[src/rtl/decode_sequencer.sv]
// decode_sequencer
// Feeds one command at a time into the decode block. Reader commands from the
// RF front end and an internal periodic DEFAULT_SENSOR poll are arbitrated
// round-robin. The winner is driven onto op_code_bus/user_data_bus with a
// valid/ready handshake. The sequencer then waits for decoder completion, with
// a timeout, and returns status to the reader. Poll commands complete silently.

module decode_sequencer #(
  parameter int unsigned TIMEOUT     = 255,
  parameter int unsigned POLL_PERIOD = 1000,
  parameter logic [3:0]  OPC_LOOKUP  = 4'h0,
  parameter logic [3:0]  OPC_CFG_SNS = 4'h1,
  parameter logic [3:0]  OPC_DEF_SNS = 4'h2
) (
  input  logic        clock,
  input  logic        reset,
  input  logic        rdr_req,
  input  logic [15:0] rdr_op_code,
  input  logic [15:0] rdr_user_data,
  output logic        rdr_ack,
  output logic [1:0]  rdr_status,
  input  logic        poll_en,
  output logic        poll_overrun,
  output logic [15:0] op_code_bus,
  output logic [15:0] user_data_bus,
  output logic        dec_valid,
  input  logic        dec_ready,
  input  logic        dec_done,
  input  logic        dec_error,
  output logic        busy
);

  // FSM encoding
  localparam logic [2:0] S_IDLE  = 3'd0;
  localparam logic [2:0] S_ARB   = 3'd1;
  localparam logic [2:0] S_ISSUE = 3'd2;
  localparam logic [2:0] S_WAIT  = 3'd3;
  localparam logic [2:0] S_DONE  = 3'd4;

  // Status codes returned to the reader
  localparam logic [1:0] ST_OK      = 2'b00;
  localparam logic [1:0] ST_DEC_ERR = 2'b01;
  localparam logic [1:0] ST_BAD_OP  = 2'b10;
  localparam logic [1:0] ST_TIMEOUT = 2'b11;

  // Requester identity used for last_grant and command ownership
  localparam logic OWNER_RDR  = 1'b0;
  localparam logic OWNER_POLL = 1'b1;

  // Terminal counter values, sized to the counters they are compared against
  localparam logic [7:0]  TMO_LAST  = 8'(TIMEOUT - 1);
  localparam logic [15:0] POLL_LAST = 16'(POLL_PERIOD - 1);

  // Op code word issued by the internal poll
  localparam logic [15:0] POLL_OP   = {OPC_DEF_SNS, 12'h000};
  localparam logic [15:0] POLL_DATA = 16'h0000;

  // True when the op code nibble is one the decoder understands
  function automatic logic op_supported(input logic [3:0] nib);
    op_supported = (nib == OPC_LOOKUP) || (nib == OPC_CFG_SNS) || (nib == OPC_DEF_SNS);
  endfunction

  // Registers and next-state values
  logic [2:0]  state_q,        state_d;
  logic [15:0] poll_cnt_q,     poll_cnt_d;
  logic        poll_pending_q, poll_pending_d;
  logic        poll_requeue_q, poll_requeue_d;
  logic        poll_overrun_q, poll_overrun_d;
  logic        last_grant_q,   last_grant_d;
  logic        owner_q,        owner_d;
  logic [7:0]  wait_cnt_q,     wait_cnt_d;
  logic [15:0] op_bus_q,       op_bus_d;
  logic [15:0] data_bus_q,     data_bus_d;
  logic        dec_valid_q,    dec_valid_d;
  logic        rdr_ack_q,      rdr_ack_d;
  logic [1:0]  rdr_status_q,   rdr_status_d;
  logic        busy_q,         busy_d;

  // Combinational helpers
  logic poll_expire_s;
  logic rdr_req_s;
  logic grant_poll_s;
  logic poll_inflight_s;
  logic poll_done_s;

  // Poll timer: free-runs while enabled, cleared whenever disabled
  always_comb begin
    poll_cnt_d    = poll_cnt_q;
    poll_expire_s = 1'b0;
    if (poll_en) begin
      if (poll_cnt_q == POLL_LAST) begin
        poll_cnt_d    = 16'd0;
        poll_expire_s = 1'b1;
      end else begin
        poll_cnt_d    = poll_cnt_q + 16'd1;
      end
    end else begin
      poll_cnt_d = 16'd0;
    end
  end

  // Round-robin grant; the reader request is masked during its own ack pulse
  // so a requester that drops req on seeing ack is not granted twice
  always_comb begin
    rdr_req_s = rdr_req & ~rdr_ack_q;
    if (rdr_req_s && poll_pending_q) begin
      grant_poll_s = (last_grant_q == OWNER_RDR);
    end else if (poll_pending_q) begin
      grant_poll_s = 1'b1;
    end else begin
      grant_poll_s = 1'b0;
    end
  end

  // Poll bookkeeping: pending stays set until the poll command finishes; an
  // expiry while a poll is in flight queues exactly one follow-up poll
  always_comb begin
    poll_inflight_s = ((owner_q == OWNER_POLL) &&
                       ((state_q == S_ISSUE) || (state_q == S_WAIT))) ||
                      ((state_q == S_ARB) && grant_poll_s);
    poll_done_s     = (state_q == S_DONE) && (owner_q == OWNER_POLL);
    poll_pending_d  = poll_pending_q;
    poll_requeue_d  = poll_requeue_q;
    if (poll_done_s) begin
      poll_pending_d = poll_requeue_q | poll_expire_s;
      poll_requeue_d = 1'b0;
    end else if (poll_expire_s) begin
      poll_pending_d = 1'b1;
      if (poll_inflight_s) begin
        poll_requeue_d = 1'b1;
      end else begin
        poll_requeue_d = poll_requeue_q;
      end
    end else begin
      poll_pending_d = poll_pending_q;
    end
    poll_overrun_d = poll_overrun_q | (poll_expire_s & poll_pending_q);
  end

  // Command FSM: arbitration, issue handshake, completion wait and status
  always_comb begin
    state_d      = state_q;
    last_grant_d = last_grant_q;
    owner_d      = owner_q;
    wait_cnt_d   = wait_cnt_q;
    op_bus_d     = op_bus_q;
    data_bus_d   = data_bus_q;
    dec_valid_d  = dec_valid_q;
    rdr_ack_d    = 1'b0;
    rdr_status_d = rdr_status_q;
    case (state_q)
      S_IDLE: begin
        if (rdr_req_s || poll_pending_q) begin
          state_d = S_ARB;
        end else begin
          state_d = S_IDLE;
        end
      end
      S_ARB: begin
        if (grant_poll_s) begin
          last_grant_d = OWNER_POLL;
          owner_d      = OWNER_POLL;
          op_bus_d     = POLL_OP;
          data_bus_d   = POLL_DATA;
          dec_valid_d  = 1'b1;
          state_d      = S_ISSUE;
        end else if (rdr_req_s) begin
          last_grant_d = OWNER_RDR;
          owner_d      = OWNER_RDR;
          if (op_supported(rdr_op_code[15:12])) begin
            op_bus_d    = rdr_op_code;
            data_bus_d  = rdr_user_data;
            dec_valid_d = 1'b1;
            state_d     = S_ISSUE;
          end else begin
            // Unsupported op code: reject without touching the decoder
            rdr_ack_d    = 1'b1;
            rdr_status_d = ST_BAD_OP;
            state_d      = S_IDLE;
          end
        end else begin
          // Reader withdrew before arbitration; nothing to do
          state_d = S_IDLE;
        end
      end
      S_ISSUE: begin
        if (dec_ready) begin
          dec_valid_d = 1'b0;
          wait_cnt_d  = 8'd0;
          state_d     = S_WAIT;
        end else begin
          state_d = S_ISSUE;
        end
      end
      S_WAIT: begin
        // dec_done takes priority over the timeout on the last wait cycle
        if (dec_done) begin
          rdr_ack_d = (owner_q == OWNER_RDR);
          if (owner_q == OWNER_RDR) begin
            rdr_status_d = dec_error ? ST_DEC_ERR : ST_OK;
          end else begin
            rdr_status_d = rdr_status_q;
          end
          state_d = S_DONE;
        end else if (wait_cnt_q == TMO_LAST) begin
          rdr_ack_d = (owner_q == OWNER_RDR);
          if (owner_q == OWNER_RDR) begin
            rdr_status_d = ST_TIMEOUT;
          end else begin
            rdr_status_d = rdr_status_q;
          end
          state_d = S_DONE;
        end else begin
          wait_cnt_d = wait_cnt_q + 8'd1;
          state_d    = S_WAIT;
        end
      end
      S_DONE: begin
        state_d = S_IDLE;
      end
      default: begin
        dec_valid_d = 1'b0;
        state_d     = S_IDLE;
      end
    endcase
    busy_d = (state_d != S_IDLE);
  end

  // State and output registers; reset aborts any command without an ack
  always_ff @(posedge clock or posedge reset) begin
    if (reset) begin
      state_q        <= S_IDLE;
      poll_cnt_q     <= 16'd0;
      poll_pending_q <= 1'b0;
      poll_requeue_q <= 1'b0;
      poll_overrun_q <= 1'b0;
      last_grant_q   <= OWNER_POLL;
      owner_q        <= OWNER_RDR;
      wait_cnt_q     <= 8'd0;
      op_bus_q       <= 16'h0000;
      data_bus_q     <= 16'h0000;
      dec_valid_q    <= 1'b0;
      rdr_ack_q      <= 1'b0;
      rdr_status_q   <= 2'b00;
      busy_q         <= 1'b0;
    end else begin
      state_q        <= state_d;
      poll_cnt_q     <= poll_cnt_d;
      poll_pending_q <= poll_pending_d;
      poll_requeue_q <= poll_requeue_d;
      poll_overrun_q <= poll_overrun_d;
      last_grant_q   <= last_grant_d;
      owner_q        <= owner_d;
      wait_cnt_q     <= wait_cnt_d;
      op_bus_q       <= op_bus_d;
      data_bus_q     <= data_bus_d;
      dec_valid_q    <= dec_valid_d;
      rdr_ack_q      <= rdr_ack_d;
      rdr_status_q   <= rdr_status_d;
      busy_q         <= busy_d;
    end
  end

  assign rdr_ack       = rdr_ack_q;
  assign rdr_status    = rdr_status_q;
  assign poll_overrun  = poll_overrun_q;
  assign op_code_bus   = op_bus_q;
  assign user_data_bus = data_bus_q;
  assign dec_valid     = dec_valid_q;
  assign busy          = busy_q;

endmodule

[config.mk]
export PLATFORM = sky130hd
export DESIGN_NAME = decode_sequencer
export DESIGN_NICKNAME = d
export VERILOG_FILES = /design/src/rtl/decode_sequencer.sv
export SDC_FILE = /design/constraint.sdc
export NUM_CORES = 1
export LEC_CHECK = 0
export CAP_MARGIN = 10
export CELL_PAD_IN_SITES_DETAIL_PLACEMENT = 0
export CELL_PAD_IN_SITES_GLOBAL_PLACEMENT = 2
export CORE_MARGIN = 2
export CORE_UTILIZATION = 33
export DETAILED_ROUTE_END_ITERATION = 6
export MAX_ROUTING_LAYER = met4
export PLACE_DENSITY_LB_ADDON = 0.1
export SLEW_MARGIN = 20
export SYNTH_ARGS = -nofsm -noshare
export SYNTH_HDL_FRONTEND = slang
export SYNTH_SLANG_ARGS = --single-unit
export TNS_END_PERCENT = 30
[constraint.sdc]
create_clock -name clock -period 3.9 [get_ports clock]
set_input_delay 0.78 -clock clock [delete_from_list [all_inputs] [get_ports clock]]
set_output_delay 0.78 -clock clock [all_outputs]
set_load 0.02 [all_outputs]
==> impl_metrics.py <==
metrics = {
    "outcome": {
        "status": "complete, no violations",
    },
    "floorplanning": {
        "num_rows": 34,
        "die_x_um": 99.63,
        "fp.dieArea_um2": 9926,
        "start_util": 0.3427,
        "die_y_um": 99.63,
        "core_um2": 8806,
        "ioPinCount": 77,
    },
    "yosys": {
        "synth.ff_latch_count": 69,
        "syn_nets": 313,
        "syn_avg_cell_area_um2": 11.14,
        "muxShareOfSynthArea": 0.01990,
        "synth_simple_gate_area_share": 0.1774,
        "netlist_area_um2": 3018,
        "netlist_instances": 271,
        "synth_top_family_by_area": "simple AND/OR/NAND/NOR gates",
        "synth-xor-area-share": 0.03483,
        "synth_top_area_frac": 0.5638,
        "synth_fa_ha_area_frac": 0.01244,
        "synth_cell_type_count": 41,
        "synth_area_leaders": "dfrtp_1 (56%), a22o_1 (8.4%), xnor2_1 (3.5%), nand2_1 (2.5%), nor2_1 (2.5%)",
        "yosys_warnings": 0,
        "synth-compound-area-share": 0.1538,
        "seq_area_frac_synth": 0.5726,
        "yosysTopAreaCell": "dfrtp_1",
    },
    "detailed_routing": {
        "drcViolationCount": 0,
        "drt-initial-drc-count": 72,
        "dr.pass1.iters": 4,
        "routed_via_density": 4.983,
        "routed_wl_um": 6985,
        "vias": 2322,
        "wl_per_cell_um": 14.99,
        "antenna_left": 0,
    },
    "finish": {
        "num-fill-cells": 851,
        "antenna_cells": 0,
        "areaGrowthSynthToFinish_pct": 36.69,
        "final_common_cell": "clkdlybuf4s50_1",
        "final_cell_mix": "clkdlybuf4s50_1 (76), dfrtp_1 (68), a22o_1 (29)",
        "final_cell_count_no_fill": 466,
        "drive_above_1_share": 0.08101,
        "final_nets": 395,
    },
    "worst_setup_path": {
        "reg2reg_slack_ns": 1.76,
        "cp_slowest_stage_delay_ns": 0.50,
        "worstSetupPathType": "in -> reg",
        "cpMaxStageDelayCell": "clkdlybuf4s50_1",
        "crit_path_end_kind": "flop",
        "cp_max_fo": 25,
        "cp.required_ns": 4.18,
        "cp-start-kind": "input pin",
        "crit_chain": "clkdlybuf4s50_1, nor2b_1, nand3_1, nor2_2, buf_4, a22o_1",
        "critical_path.top_delay_family": "buffers and inverters",
        "arrival_ns": 2.54,
        "worst-path-buf-inv": 2,
    },
    "clock_tree": {
        "cts_tree": "built",
        "cts-resized-gates": 0,
        "path_clk_slew_ns": 0.08,
        "h-tree-depth": 3,
        "cts_setup_buffers": 0,
        "worst_skew_pair.late_latency_ns": 0.34,
        "hold_buffers": 0,
        "clock_sinks": 69,
        "clk_path_buf_depth": 2,
        "cts_buffers": 9,
        "cts-root-buf": "clkbuf_8",
    },
    "sta": {
        "setup_slack_ns": 1.643,
        "hold_viol": 0,
        "rsz0062_at_grt": "no",
        "fin_crit_ns": 2.257,
        "clock.fmax_ghz": 0.4431,
        "worst-slew-pin-transition_ns": 0.7424,
        "setup_tns_ns": 0,
        "fin_crit_sh": 0.5787,
        "finalSetupViolCount": 0,
        "slew_headroom": 0.5043,
        "fin_skew_ns": 0.009872,
        "slew_viol_final": 0,
    },
    "placed_design": {
        "dp_hpwl_um": 4915,
        "port_buffers": 76,
        "place_congestion": 0.7117,
        "place_ws_ns": 1.298,
        "dp.cells": 450,
    },
    "worst_hold_path": {
        "hold_path.class": "reg -> reg",
    },
    "grt": {
        "grt_start_max_net_pins": 37,
        "antenna_found_initial": 0,
        "grt_pass1_wl_um": 11630,
        "grt_overflow_total": 0,
        "track_usage": 0.1510,
        "first_global_vias": 2332,
    },
    "power_and_ir_drop": {
        "powerDensity_nw_per_um2": 650.5,
        "p_leak_uw": 0.001790,
        "power_uw": 2683,
        "ir_worst_vdd_mv": 0.2290,
    },
    "job": {
        "drv_cap": 0,
    },
}
[stage by stage]
stage / hold slack (ns) / area, µm² / util
after detailed placement: 0.4481 / 3900 / 0.4429
after CTS: 0.4662 / 4125 / 0.4685
after global routing: 0.4902 / 4125 / 0.4685
after floorplan: 0.4432 / 3018 / -
final: 0.4599 / 4125 / 0.4685
after global placement: 0.4411 / 3900 / 0.4429
[Yosys cell counts (all sizes together)]
cell type / count
or3: 5
a22o: 29
a21o: 1
ha: 3
and3: 5
a32o: 1
o21ai: 10
or2: 4
and4: 2
o2bb2ai: 1
nor2b: 4
dfrtp: 68
o31ai: 1
or4: 3
mux2i: 6
a2bb2oi: 1
a22oi: 1
nand4: 4
o311ai: 1
inv: 11
nor3b: 2
o32ai: 2
nor4: 6
nand2: 20
a211o: 2
xnor2: 12
dfstp: 1
nand4b: 1
nand2b: 4
nand3: 11
and2: 3
nor3: 3
a21oi: 11
clkbuf: 4
nor2: 20
nand3b: 2
or4b: 1
buf: 5
[layer usage]
metal | share of wire | GRT usage | up-vias
met4 | 0.0082 | 0.03477 | 0
met5 | 0 | - | -
met3 | 0.061 | 0.05341 | 5
met1 | 0.49 | 0.2003 | 1111
li1 | - | - | 1149
met2 | 0.44 | 0.2230 | 57
[kinds of logic after synthesis]
group,Yosys count
buffers and inverters,20
xor gates and xnor gates,12
muxes,6
and+or+nand+nor,100
adders and majority gates,3
AOI/OAI and AO/OA,61
DFF,69
[flip-flops by register name, summed over array words and instances (netlist names)]
name and cells:
op_code_bus 16, state_q 3, poll_overrun 1, last_grant_q 1, poll_pending_q 1, owner_q 1, wait_cnt_q 8, user_data_bus 16
poll_cnt_q 16, rdr_ack 1, rdr_status 2, busy 1, dec_valid 1, poll_requeue_q 1
[worst reg2reg max path: stages, from the launching register on]
cell and delay (ns):
dfrtp_1 0.44, or4_4 0.54, or4_4 0.50, o21ai_4 0.40
nor2_1 0.12
[layout make-up]
class	count	area, µm²	share of cell area
inverters	11	41.29	0.01001
flip-flops and latches	69	1728	0.4189
multi-input cells	182	1205	0.2921
repair buffers	80	790.8	0.1917
clock inverters	5	83.83	0.02032
well taps	108	135.1	0.03276
clock buffers	11	141.4	0.03427
[worst paths after layout]
| path | from | endpoint | cells after the start |
|---|---|---|---|
| max in group asynchronous | reset | last_grant_q$_DFFE_PP1P_ | 3 |
| setup reg to reg | poll_cnt_q[11]$_DFF_PP0_ | poll_cnt_q[2]$_DFF_PP0_ | 4 |
| setup / recovery | rdr_req | op_code_bus[1]$_DFFE_PP0P_ | 6 |
| hold reg to reg | poll_overrun$_DFF_PP0_ | poll_overrun$_DFF_PP0_ | 1 |
| hold / removal | poll_overrun$_DFF_PP0_ | poll_overrun$_DFF_PP0_ | 1 |
| min in group asynchronous | reset | op_code_bus[14]$_DFFE_PP0P_ | 2 |
[report_power, final]
group / total (µW) / switching [µW] / internal [µW]
combinational: 958 / 467 / 491
sequential: 1070 / 152 / 921
clock: 652 / 273 / 379
total: 2680 / 892 / 1790
(Power assumes the default switching activity.)
==> edit 1, RTL diff (same flow settings) <==
Register the output `rdr_status` once more; this adds one clock of latency there. The other outputs are not delayed to match.
--- a/src/rtl/decode_sequencer.sv
+++ b/src/rtl/decode_sequencer.sv
@@ -262,7 +262,9 @@
   end
 
   assign rdr_ack       = rdr_ack_q;
-  assign rdr_status    = rdr_status_q;
+  always_ff @(posedge clock) begin
+    rdr_status <= rdr_status_q;
+  end
   assign poll_overrun  = poll_overrun_q;
   assign op_code_bus   = op_bus_q;
   assign user_data_bus = data_bus_q;
Check against the original RTL: not equivalent (Yosys sat finds a counterexample within 4 cycles, from zero or initial values and one cycle with reset high).
==> edit 1 against the original RTL <==
  * Power is 7.3% higher
  * Cell area grew 2.2%
  * Utilization is 1.0 points lower
  * Sequential cell count up 2
  * Hold slack got worse by 86 ps
  * Largest cell class unchanged
  * Wire length is 2.8% higher
  * Worst setup slack better by 13 ps
  * Area after synthesis grew 3.1%
  * Global-route usage rose by 0.20 points
  * Largest power group unchanged
  * Sequential share of layout area up 0.067 points
==> edit 1: results (changes against the original RTL) <==
Status -> completed
Largest net degree at the start of global routing -> 39 (+5.4%)
Reg clk slew, reported paths -> 90 ps
CTS buffer count -> 9 (unchanged)
Critical Path Sink -> user_data_bus[2]
Initial DRC count -> 79 (+9.7%)
Vias per cell -> 4.95 (-0.56%)
FFs w/ async S/R, synth -> 97.2% (-2.8 points)
Initial antenna violation count -> 0 (unchanged)
Pre-antenna DRT Iters -> 4 (unchanged)
CP max stage delay -> 420 ps (-80 ps)
Worst setup startpoint -> rdr_op_code[13]
Max-slew headroom -> 54.2% (+3.8 points)
Reg2Reg Capture Point -> rdr_status_q[1]
Seq/Total Area, Yosys -> 56.8% (-0.42 points)
R2R Setup Slk -> 1990 ps (+230 ps)
Internal -> 1.89 mW (+5.3%)
H-tree Lvls -> 3 (unchanged)
Top cells by area, synth -> dfrtp_1, a22o_1, xnor2_1
Total Wirelength -> 7180 um (+2.8%)
CTS Buffer Depth -> 2 (unchanged)
GR Layer Usage met2 -> 23.0% (+0.73 points)
Top delay family on crit path -> compound AO/OA/AOI/OAI gates
Worst Path Max Fanout -> 33 (+32%)
Antenna diodes -> 0 (unchanged)
Synthesis Warnings -> 0 (unchanged)
FF-to-FF Start -> wait_cnt_q[0]
Met2 wire len -> 3390 um (+9.3%)
Final Net Count -> 391 (-1.0%)
Routability congestion estimate -> 0.752 (+5.7%)
GR Util met3 -> 3.95% (-1.4 points)
Synth cell count leaders -> dfrtp_1, a22o_1, nor2_1, nand2_1
Final antenna-violating net count -> 0 (unchanged)
PortBufs -> 76 (unchanged)
Pleak -> 1.77 nW (-0.91%)
Number of global-route vias before repair -> 2339 (+0.30%)
CP max stage cell -> clkdlybuf4s50_1
Cell count of the worst reg-to-reg path -> 6 (+2)
Root buffer cell -> clkbuf_8
Post-CTS setup repair buffer count -> 0 (unchanged)
Synth cell types -> 57 (+39%)
Met3 wire len -> 300 um (-30%)
Hold depth -> 0 (-1)
Max layer used -> met4
Synth Net Count -> 310 (-0.96%)
Maximum VDD drop -> 0.286 mV (+25%)
GRT Total Usage -> 15.3% (+0.20 points)
Worst hold path type -> reg2reg
Pre-CTS setup slack -> 1290 ps (-12.3 ps)
First-pass GRT wire length -> 12000 um (+3.0%)
Crit path DAT -> 2470 ps (-70 ps)
Fin Clk Skew -> 13.7 ps (+3.80 ps)
Metal-1 WL -> 3410 um (+0.35%)
Clk_lat worst skew -> 340 ps (about the same)
M1 GR Usage -> 20.3% (+0.31 points)
Hpwl dp -> 4890 um (-0.47%)
Fraction of layout cells with a size suffix above 1 -> 12.7% (+4.6 points)
Post_cts resized -> 0 (unchanged)
edit 1: cell count changes after synthesis, moves of 4 or more:
cell,change
nor4_1,-4
or3_1,-5
and3_1,-4
xor2_1,+4
nor2_1,-4
nand2_1,-6
o21ai_0,-6
nor2_2,+10
edit 1: cell type report:
type	count	area, um2
clock buffers	9	124
flip-flops and latches	71	1770
clock inverters	7	104
fillers	883	4980
inverters	11	41.3
repair buffers	80	791
multi-input cells	176	1250
well taps	111	139
edit 1: how the worst min path moves through the flow:
| stage | end | slack, ps | startpoint |
|---|---|---|---|
| 2_1_floorplan | rdr_status[0] | 350 | rdr_status_q[0] |
| 3_3_place_gp | rdr_status[1] | 360 | rdr_status_q[1] |
| 3_5_place_dp | rdr_status[1] | 360 | rdr_status_q[1] |
| 4_1_cts | rdr_status[1] | 380 | rdr_status_q[1] |
| 5_1_grt | rdr_status[1] | 400 | rdr_status_q[1] |
| 6_report | rdr_status[1] | 370 | rdr_status_q[1] |
edit 1: metrics by stage:
stage	cells	cell area, um2
6_report	465	4210
5_1_grt	465	4210
3_3_place_gp	449	3990
2_1_floorplan	268	3110
3_5_place_dp	449	3990
4_1_cts	465	4210
edit 1: power by group through the flow:
stage	Combinational, mW	Sequential (mW)	Clock (mW)
2_1_floorplan	0.387	1.33	0
3_3_place_gp	1.07	1.15	0
3_5_place_dp	1.08	1.15	0
4_1_cts	1.08	1.14	0.703
5_1_grt	1.16	1.17	0.728
6_report	1.07	1.13	0.676
edit 1: logic make-up after synthesis:
kind of cell    count (synthesis)  synth area share [%]
fa+ha+maj                       3                  1.21
compound gates                 64                  16.0
flops                          71                  56.8
mux                             3                 0.965
xor+xnor                       15                  4.22
buf+inv                        21                  3.26
simple gates                   91                  17.5
==> edit 2, RTL diff (same settings) <==
Made on the original files. Set the parameter `POLL_PERIOD` to 512 (it was 1000).
--- a/src/rtl/decode_sequencer.sv
+++ b/src/rtl/decode_sequencer.sv
@@ -7,7 +7,7 @@
 
 module decode_sequencer #(
   parameter int unsigned TIMEOUT     = 255,
-  parameter int unsigned POLL_PERIOD = 1000,
+  parameter int unsigned POLL_PERIOD = 512,
   parameter logic [3:0]  OPC_LOOKUP  = 4'h0,
   parameter logic [3:0]  OPC_CFG_SNS = 4'h1,
   parameter logic [3:0]  OPC_DEF_SNS = 4'h2
Function: same outputs for any inputs over 10 cycles, from zero or initial values and one cycle with reset high; that may be too few to reach the edited logic, so the function may still have changed.
==> edit 2 against the original RTL <==
  * Via count is 0.82% lower
  * Area after synthesis down 0.50%
  * Critical path depth stayed put
  * Clock skew up 2.2 ps
  * Power grew 3.0%
  * Cell area fell by 1.1%
  * Sequential cell count did not move
  * Critical path type unchanged
  * Critical endpoint is now op_code_bus[2]
  * Largest power group unchanged
  * Worst setup slack lost 24 ps
  * Wire length rose by 0.89%
==> edit 2: results (changes against the original RTL) <==
GRT Total Usage -> 15.4% (+0.35 points)
Seq/Total Area, Yosys -> 57.5% (+0.29 points)
Vias -> 2303 (-0.82%)
Status -> completed
Mapped Avg Cell Area -> 11.4 um2 (+2.5%)
First-pass GRT wire length -> 11700 um (+1.0%)
R2R Setup Slk -> 1930 ps (+170 ps)
Synth Net Count -> 305 (-2.6%)
FF-to-FF Start -> wait_cnt_q[0]
Top cells by area, synth -> dfrtp_1, a22o_1, xnor2_1
Final Net Count -> 386 (-2.3%)
Pleak -> 1.74 nW (-2.7%)
Routability congestion estimate -> 0.752 (+5.6%)
Fin Clk Skew -> 12.1 ps (+2.20 ps)
WHS -> 473 ps (+13.1 ps)
Synth cell count leaders -> dfrtp_1, a22o_1, nor2_1, nand2_1, xnor2_1
Crit path DAT -> 2510 ps (-30 ps)
Reg2Reg Capture Point -> rdr_status[1]
Worst setup startpoint -> rdr_op_code[13]
Pre-CTS setup slack -> 1270 ps (-30.3 ps)
Worst Path Max Fanout -> 31 (+24%)
Critical Path Sink -> op_code_bus[2]
Vias per cell -> 5.04 (+1.1%)
Cell count of the worst reg-to-reg path -> 6 (+2)
Total Wirelength -> 7050 um (+0.89%)
Max-slew headroom -> 52.7% (+2.3 points)
Hpwl dp -> 4800 um (-2.4%)
Antenna diodes -> 0 (unchanged)
Placed cell count -> 441 (-2.0%)
Fraction of layout cells with a size suffix above 1 -> 8.31% (+0.21 points)
Fmax -> 438 MHz (-1.1%)
Sw Share -> 35.3% (+2.1 points)
[edit 2: cell count changes after synthesis, moves of 3 or more]
cell     before  now
nand4_1       4    7
nand3_1      11    8
a21oi_1      11    7
or3_1         5    1
xor2_1        0    4
and3_1        5    1
o21ai_0       9    2
mux2i_1       6    3
nor2_1       20   26
nand2_1      20   14
or2_2         4    0
[edit 2: area by class of cell]
type	instances	area, um2
clock buffers	9	124
fillers	837	4680
flip-flops and latches	69	1730
inverters	10	37.5
well taps	108	135
clock inverters	7	73.8
multi-input cells	174	1190
repair buffers	80	791
[edit 2: power by group through the flow]
stage	Sequential [mW]	Combinational, mW	Clock [mW]
after floorplan	1.30	0.382	0
after global placement	1.12	1.07	0
after detailed placement	1.12	1.08	0
after CTS	1.11	1.09	0.610
after global routing	1.15	1.15	0.642
final	1.11	1.07	0.585
[edit 2: logic make-up after synthesis]
group           Yosys count  share of synthesized area [%]
flops                    69                           57.5
fa+ha+maj                 3                           1.25
mux                       3                           1.00
xor+xnor                 17                           4.96
buf+inv                  20                           2.96
compound gates           60                           15.8
simple gates             91                           16.5
[edit 2: metal layers]
layer | wire length (um) | vias to the layer above | track usage [%] | share of wire [%]
li1 | - | 1121 | - | -
met1 | 3410 | 1117 | 21.0 | 48
met2 | 3200 | 53 | 22.2 | 45
met3 | 312 | 12 | 4.57 | 4.4
met4 | 119 | 0 | 5.16 | 1.7
met5 | 0 | - | - | 0
[edit 2: critical path, delay by kind of cell]
| kind | cells | cell delay, ps |
|---|---|---|
| and+or+nand+nor | 1 | 290 |
| AOI/OAI and AO/OA | 3 | 750 |
| buffers and inverters | 2 | 690 |
